$ cat src/rtl/plab5_mcore_proc_sec_tracker.sv
// Tags each core memory request with the issuing security level and returns that level alongside the in-order response.
// Zero-cycle combinational pass-through on both request and response paths; state updates on the clock edge.
// Requests stall when p_max_outstanding are in flight; responses are held (never popped) while nothing is outstanding.
module plab5_mcore_proc_sec_tracker #(
   parameter  int p_opaque_nbits    = 8,
   parameter  int p_addr_nbits      = 32,
   parameter  int p_data_nbits      = 32,
   parameter  int p_max_outstanding = 4,
   localparam int len_nbits         = $clog2(p_data_nbits/8),
   localparam int req_nbits         = 3 + p_opaque_nbits + p_addr_nbits + len_nbits + p_data_nbits,
   localparam int resp_nbits        = 3 + p_opaque_nbits + 2 + len_nbits + p_data_nbits,
   localparam int cnt_nbits         = $clog2(p_max_outstanding + 1)
) (
   input  logic                  clk,
   input  logic                  reset,
   input  logic                  proc_sec_level,
   input  logic                  proc_req_val,
   output logic                  proc_req_rdy,
   input  logic [req_nbits-1:0]  proc_req_msg,
   output logic                  net_req_val,
   input  logic                  net_req_rdy,
   output logic [req_nbits-1:0]  net_req_msg,
   output logic                  net_req_sec_level,
   input  logic                  net_resp_val,
   output logic                  net_resp_rdy,
   input  logic [resp_nbits-1:0] net_resp_msg,
   output logic                  acc_resp_val,
   input  logic                  acc_resp_rdy,
   output logic [resp_nbits-1:0] acc_resp_msg,
   output logic                  resp_sec_level,
   output logic [cnt_nbits-1:0]  outstanding,
   output logic                  err_spurious
);

   localparam int ptr_nbits = $clog2(p_max_outstanding);
   localparam logic [ptr_nbits-1:0] last_idx = ptr_nbits'(p_max_outstanding - 1);

   logic [p_max_outstanding-1:0] level_q;
   logic [ptr_nbits-1:0]         wr_ptr;
   logic [ptr_nbits-1:0]         rd_ptr;
   logic [cnt_nbits-1:0]         count;

   logic full;
   logic empty;
   logic req_fire;
   logic resp_fire;

   assign full  = (count == cnt_nbits'(p_max_outstanding));
   assign empty = (count == '0);

   // Request path: full depends only on registered count, so no response->request path exists.
   assign net_req_val       = proc_req_val & ~full;
   assign proc_req_rdy      = net_req_rdy & ~full;
   assign net_req_msg       = proc_req_msg;
   assign net_req_sec_level = proc_sec_level;
   assign req_fire          = proc_req_val & proc_req_rdy;

   // Response path: with nothing tracked, hold the response and report the most restrictive level.
   assign acc_resp_val   = net_resp_val & ~empty;
   assign net_resp_rdy   = acc_resp_rdy & ~empty;
   assign acc_resp_msg   = net_resp_msg;
   assign resp_sec_level = empty ? 1'b1 : level_q[rd_ptr];
   assign resp_fire      = net_resp_val & net_resp_rdy;

   assign outstanding = count;

   // Level storage: captured at issue time, contents are don't-care until pushed.
   always_ff @(posedge clk) begin
      if (req_fire) level_q[wr_ptr] <= proc_sec_level;
   end

   // Pointers, occupancy and sticky spurious-response flag.
   always_ff @(posedge clk) begin
      if (!reset) begin
         wr_ptr       <= '0;
         rd_ptr       <= '0;
         count        <= '0;
         err_spurious <= 1'b0;
      end else begin
         if (req_fire)  wr_ptr <= (wr_ptr == last_idx) ? '0 : wr_ptr + 1'b1;
         if (resp_fire) rd_ptr <= (rd_ptr == last_idx) ? '0 : rd_ptr + 1'b1;
         if (req_fire && !resp_fire)      count <= count + 1'b1;
         else if (!req_fire && resp_fire) count <= count - 1'b1;
         if (net_resp_val && empty) err_spurious <= 1'b1;
      end
   end

endmodule

$ cat config.mk
export PLATFORM = sky130hd
export DESIGN_NAME = plab5_mcore_proc_sec_tracker
export DESIGN_NICKNAME = d
export VERILOG_FILES = /design/src/rtl/plab5_mcore_proc_sec_tracker.sv
export SDC_FILE = /design/constraint.sdc
export NUM_CORES = 1
export LEC_CHECK = 0
export ABC_AREA = 1
export BUFFER_PORTS_ARGS = -buffer_cell sky130_fd_sc_hd__buf_2
export CAP_MARGIN = 20
export CORE_AREA = 4 4 100 102
export DETAILED_ROUTE_END_ITERATION = 6
export DIE_AREA = 0 0 104 106
export PLACE_DENSITY_LB_ADDON = 0.08
export SETUP_SLACK_MARGIN = 0.02
export SYNTH_ARGS = -nofsm -noshare
export SYNTH_HDL_FRONTEND = slang
export SYNTH_SLANG_ARGS = --single-unit
$ cat constraint.sdc
create_clock -name clk -period 1.65 [get_ports clk]
set_clock_uncertainty 0.15 [all_clocks]
set_input_delay 0.33 -clock clk [delete_from_list [all_inputs] [get_ports clk]]
set_output_delay 0.33 -clock clk [all_outputs]
set_load 0.1 [all_outputs]
-- After elaboration in Yosys (flattened, before gate mapping)
Cells that the tools add are included.
- equal/unequal tests: 3
- muxes and demuxes: 10
- reductions and logical operators: 8
- bitwise operators: 8
- order comparisons: 3
- add/sub/neg operators: 4
- operators by type and width (operator ; count):
    bitwise AND 1 bit ; 6
    less-than comparator 2 x 3 -> 1 bit, second input constant ; 2
    2-to-1 mux 3 bit ; 2
    adder 2 x 1 -> 2 bit, second input constant ; 2
    bitwise mux 4 bit ; 1
    == test 2 bit, second input constant ; 2
    logical AND 1 bit ; 4
    2-to-1 mux 2 bit ; 2
    adder 3 x 1 -> 3 bit, second input constant ; 1
    == test 3 bit, second input constant ; 1
    logical NOT 3 bit ; 1
    2-to-1 mux 1 bit ; 3
    subtractor 3 x 1 -> 3 bit, second input constant ; 1
    binary-select mux 1 bit (select 2 bit) ; 1
    demux 1 bit (select 2 bit) ; 1
    greater-or-equal comparator 2 x 1 -> 1 bit, second input constant ; 1
    logical NOT 1 bit ; 2
    inverter 1 bit ; 2
    nonzero test 2 bit ; 1
- input port bits: 131
- bits in registers: 12
- word-level logic and storage cells: 41

-- Longest topological paths before layout
- depth in word-level cells: 8
- mapped depth: 13
- mapped depth without buffers: 13

-- Least setup slack after synthesis
No wires, ideal clock.
- path kind: register -> output
- start: register rd_ptr[0]
- end: output port resp_sec_level
- stages on the path, launching flop included: 5
- data required time: 1.170 ns
- setup slack: -1.450 ns
- arrival time: 2.620 ns
- path through: dfxtp_1 -> nand2_1 -> nand2_1 -> a21oi_1 -> o21ai_0
- longest elaborated chain between the ends: 3
- RTL lines (what ; RTL line ; RTL):
    from (decl) ; 40 ; logic [ptr_nbits-1:0] rd_ptr;
    from (signal assigned) ; 81 ; if (resp_fire) rd_ptr <= (rd_ptr == last_idx) ? '0 : rd_ptr + 1'b1;
    binary-select mux 1 bit (select 2 bit) ; 62 ; assign resp_sec_level = empty ? 1'b1 : level_q[rd_ptr];
    2-to-1 mux 1 bit (implied by the code) ; 62 ;
    2-to-1 mux 1 bit ; 62 ;
    to (decl) ; 30 ; output logic resp_sec_level,
Every way passes these cells. The select of a mux whose other input is x is not followed.

-- Final worst setup path
- start: register count[1], in the netlist outstanding[1]
- end: register count[1], in the netlist outstanding[1]
- longest elaborated chain between the ends: 7
- elaborated cells between the ends (all ways): 17
- those cells by class: add/sub (2); eq/ne (1); mux (2); bitwise (6); reduce/logical (6)
- RTL lines (what ; RTL line ; RTL):
    from (decl) ; 41 ; logic [cnt_nbits-1:0] count;
    from (signal assigned) ; 82 ; if (req_fire && !resp_fire) count <= count + 1'b1;
    from (signal assigned) ; 83 ; else if (!req_fire && resp_fire) count <= count - 1'b1;
    == test 3 bit (*) ; 48 ; assign full = (count == cnt_nbits'(p_max_outstanding));
    inverter 1 bit (*) ; 53 ; assign proc_req_rdy = net_req_rdy & ~full;
    bitwise AND 1 bit (*) ; 53 ;
    bitwise AND 1 bit (*) ; 56 ; assign req_fire = proc_req_val & proc_req_rdy;
    named net req_fire ; 45 ; logic req_fire;
    logical NOT 1 bit ; 83 ;
    logical AND 1 bit ; 83 ;
    nonzero test 2 bit (no line) ; - ;
Mark *: on every way through the listed nets, which the timed path passes. The rest lies on a longest branch. The select of a mux whose other input is x is not followed.
A chain may end at the register's enable or synchronous reset.

==> qor.json <==
{
  "outcome": {
    "run_status": "finished with violations",
    "violated_checks": "negative setup slack"
  },
  "drt": {
    "drc_violations_left": 0,
    "via_count": 717,
    "routed_via_density": 3.09,
    "route.final.wire_length_um": 2520,
    "initialDrtViolationCount": 13,
    "route.antenna.remaining_nets": 0,
    "tritonroute_pass_1_iters": 4,
    "post_drt_wl_per_cell_um": 10.9
  },
  "synth": {
    "cell_type_with_the_largest_total_area_after_synthesis": "sky130_fd_sc_hd__buf_4",
    "synthCells": 216,
    "synth_area_um2": 1640,
    "avgSynthCellArea_um2": 7.58,
    "ys_warn_count": 0,
    "synthesis.nets": 354,
    "synth-seq-cells": 12,
    "synth_area_leaders": "sky130_fd_sc_hd__buf_4, sky130_fd_sc_hd__dfxtp_1, sky130_fd_sc_hd__edfxtp_1",
    "synth_top_cell_area_share_pct": 57.3,
    "sequential_area_share_after_synthesis_pct": 17.1,
    "post_synth_num_cell_types": 16
  },
  "worst_setup_path": {
    "critPathArrivalTime_ns": 1.73,
    "critical_path_peak_fanout": 2,
    "cp_common_cell": "sky130_fd_sc_hd__inv_2",
    "cp_slowest_stage_delay_ns": 0.42,
    "cell_count_of_the_worst_reg_to_reg_path": 9,
    "path_cells": "nor2_4, nand2_2, nand3_4, inv_2, ha_4, inv_2, fa_2, o21ai_1, nor2_1",
    "cp_slowest_cell": "sky130_fd_sc_hd__fa_2",
    "critical_path_class": "reg2reg",
    "worstSetupStartpointType": "flip-flop",
    "timing.critical_path.to_type": "flip-flop",
    "timing.rr.start": "outstanding[1]",
    "worst_setup_path_startpoint": "outstanding[1]",
    "worst_setup_path_endpoint": "outstanding[1]",
    "internal_reg_to_reg_setup_slack_ns": -0.09,
    "critical_path.reg2reg.endpoint": "outstanding[1]",
    "worst-endpoint-required_ns": 1.64
  },
  "sta": {
    "finalCriticalPeriod_ns": 1.74,
    "slew_headroom_pct": 67.7,
    "worst-slew-pin-transition_ns": 0.487,
    "fin_ws_ns": -0.0908,
    "setup_viol": 5,
    "hold_viol": 0,
    "timing_max_transition_violations_final": 0,
    "fmaxAchievable_mhz": 574,
    "post-route-period-util_pct": 106,
    "rsz0062_at_grt": "yes"
  },
  "place": {
    "rd_place_congestion": 0.651,
    "dpl_worst_slack_ns": -0.102,
    "dp.cells": 225,
    "buffer_ports.inserted": 16,
    "placement.cell_area_um2": 1170,
    "place.detailed.hpwl_um": 2030
  },
  "finish": {
    "antenna_cells_inserted": 0,
    "fillerInstances": 1026,
    "final_cell_count_no_fill": 232,
    "finalCoreUtilization_pct": 13.9,
    "drive_above_1_share_pct": 45.5,
    "final_area_um2": 1270,
    "area_growth_syn_to_layout_pct": -22.6,
    "mostFrequentLayoutCells": "sky130_fd_sc_hd__nor2_1, sky130_fd_sc_hd__inv_1, sky130_fd_sc_hd__nand2_1",
    "area.sequential_um2": 293,
    "mostFrequentLayoutCell": "sky130_fd_sc_hd__nor2_1",
    "multiInputGateArea_um2": 417,
    "nets_finish": 260
  },
  "floorplanning": {
    "dieWidth_um": 104,
    "die_h_um": 106,
    "die_area_um2": 11000,
    "boundaryPins": 265,
    "initial_utilization_pct": 18.0,
    "std_cell_rows": 35,
    "core_area_um2": 9110
  },
  "power": {
    "pwr_dens_nw_per_um2": 1230,
    "leakage_power_nw": 0.544,
    "ir_drop_uv": 218,
    "p_total_mw": 1.56
  },
  "grt": {
    "grt_start_max_net_pins": 9,
    "track_usage_pct": 4.56,
    "number_of_global_route_vias_before_repair": 754,
    "grt_first_pass_wirelength_um": 3910,
    "grt_antenna_before_repair": 0,
    "global_route.overflow_total": 0
  },
  "worst_hold_path": {
    "holdCritPathClass": "in2reg"
  },
  "clock_tree": {
    "clockRootBuffer": "sky130_fd_sc_hd__clkbuf_8",
    "clock_latency_on_the_worst_skew_pair_ns": 0.24,
    "cts_tree": "yes",
    "clk_path_buf_depth": 2,
    "cts_sinks": 12,
    "cts_htree_levels": 1,
    "path_clk_slew_ns": 0.06,
    "cts_made_buffers": 3
  },
  "run": {
    "max_cap_viol_count": 0
  }
}
## flip-flops by register name, indices dropped and copies added, names as in the netlist
signal and cells:
wr_ptr 2, outstanding 3, level_q 4, rd_ptr 2, err_spurious 1
## worst min path at each step
stage                   start            to  slack, ns  depth (start not counted)
3_3_place_gp     err_spurious  err_spurious       0.32                          1
2_1_floorplan  proc_sec_level    level_q[0]       0.28                          0
4_1_cts        proc_sec_level    level_q[1]       0.20                          1
3_5_place_dp     err_spurious  err_spurious       0.34                          1
6_report       proc_sec_level    level_q[1]       0.20                          1
5_1_grt        proc_sec_level    level_q[1]       0.19                          1
## cell type report
| type | instances | share of cell area (%) |
|---|---|---|
| Sequential cell | 12 | 23.1 |
| Inverter | 20 | 6.32 |
| Timing Repair Buffer | 26 | 23.2 |
| Multi-Input combinational cell | 59 | 32.9 |
| Clock inverter | 1 | 0.296 |
| Clock buffer | 3 | 3.26 |
| Tap cell | 111 | 11.0 |
## per-layer routing
layer	track usage, %	wire, µm
met3	3.46	385
met2	6.45	1130
met5	0	0
met4	4.18	138
met1	4.23	872
## cells in the mapped netlist
cell type	number
sky130_fd_sc_hd__buf_4	125
sky130_fd_sc_hd__nor2_1	22
sky130_fd_sc_hd__inv_1	19
sky130_fd_sc_hd__nand2_1	15
sky130_fd_sc_hd__dfxtp_1	8
sky130_fd_sc_hd__ha_1	6
sky130_fd_sc_hd__edfxtp_1	4
sky130_fd_sc_hd__a21oi_1	3
sky130_fd_sc_hd__nand2_2	3
sky130_fd_sc_hd__o21ai_0	3
sky130_fd_sc_hd__nand3_4	2
sky130_fd_sc_hd__nor2_2	2
sky130_fd_sc_hd__fa_1	1
sky130_fd_sc_hd__inv_2	1
sky130_fd_sc_hd__nand3_1	1
sky130_fd_sc_hd__o21a_1	1
## per-stage QoR
stage | hold WS [ns] | setup TNS (ns)
after floorplan | 0.279 | -1.24
after global placement | 0.320 | -0.173
after detailed placement | 0.338 | -0.196
after CTS | 0.198 | -0.418
after global routing | 0.190 | -0.695
final | 0.201 | -0.265
## cell families (layout without fill, tap and decap cells)
logic type | count (synthesis) | count (layout) | share of synthesized area (%)
adders and majority gates | 7 | 7 | 5.81
DFF | 12 | 12 | 17.1
AOI/OAI and AO/OA | 7 | 7 | 2.29
buffers and inverters | 145 | 50 | 61.9
and+or+nand+nor | 45 | 45 | 12.8
## repair_timing
item,4_1_cts,5_1_grt
hold buffers,0,0
resized for setup,7,2
buffers inserted,2,1
setup endpoints to repair,7,7
pin swaps,8,0
## power breakdown
group / switching, mW / internal [mW] / leakage (nW) / total [mW]
registers: 0.0299 / 0.346 / 0.105 / 0.376
logic: 0.574 / 0.328 / 0.417 / 0.902
clock network: 0.121 / 0.164 / 0.0231 / 0.286
## critical path: cells and delay by family (launching register included)
kind            cells  cell delay, ns
compound gates      1            0.14
flops               1            0.35
simple gates        4            0.33
fa+ha+maj           2            0.57
buf+inv             2            0.09
(Power assumes the default switching activity.)
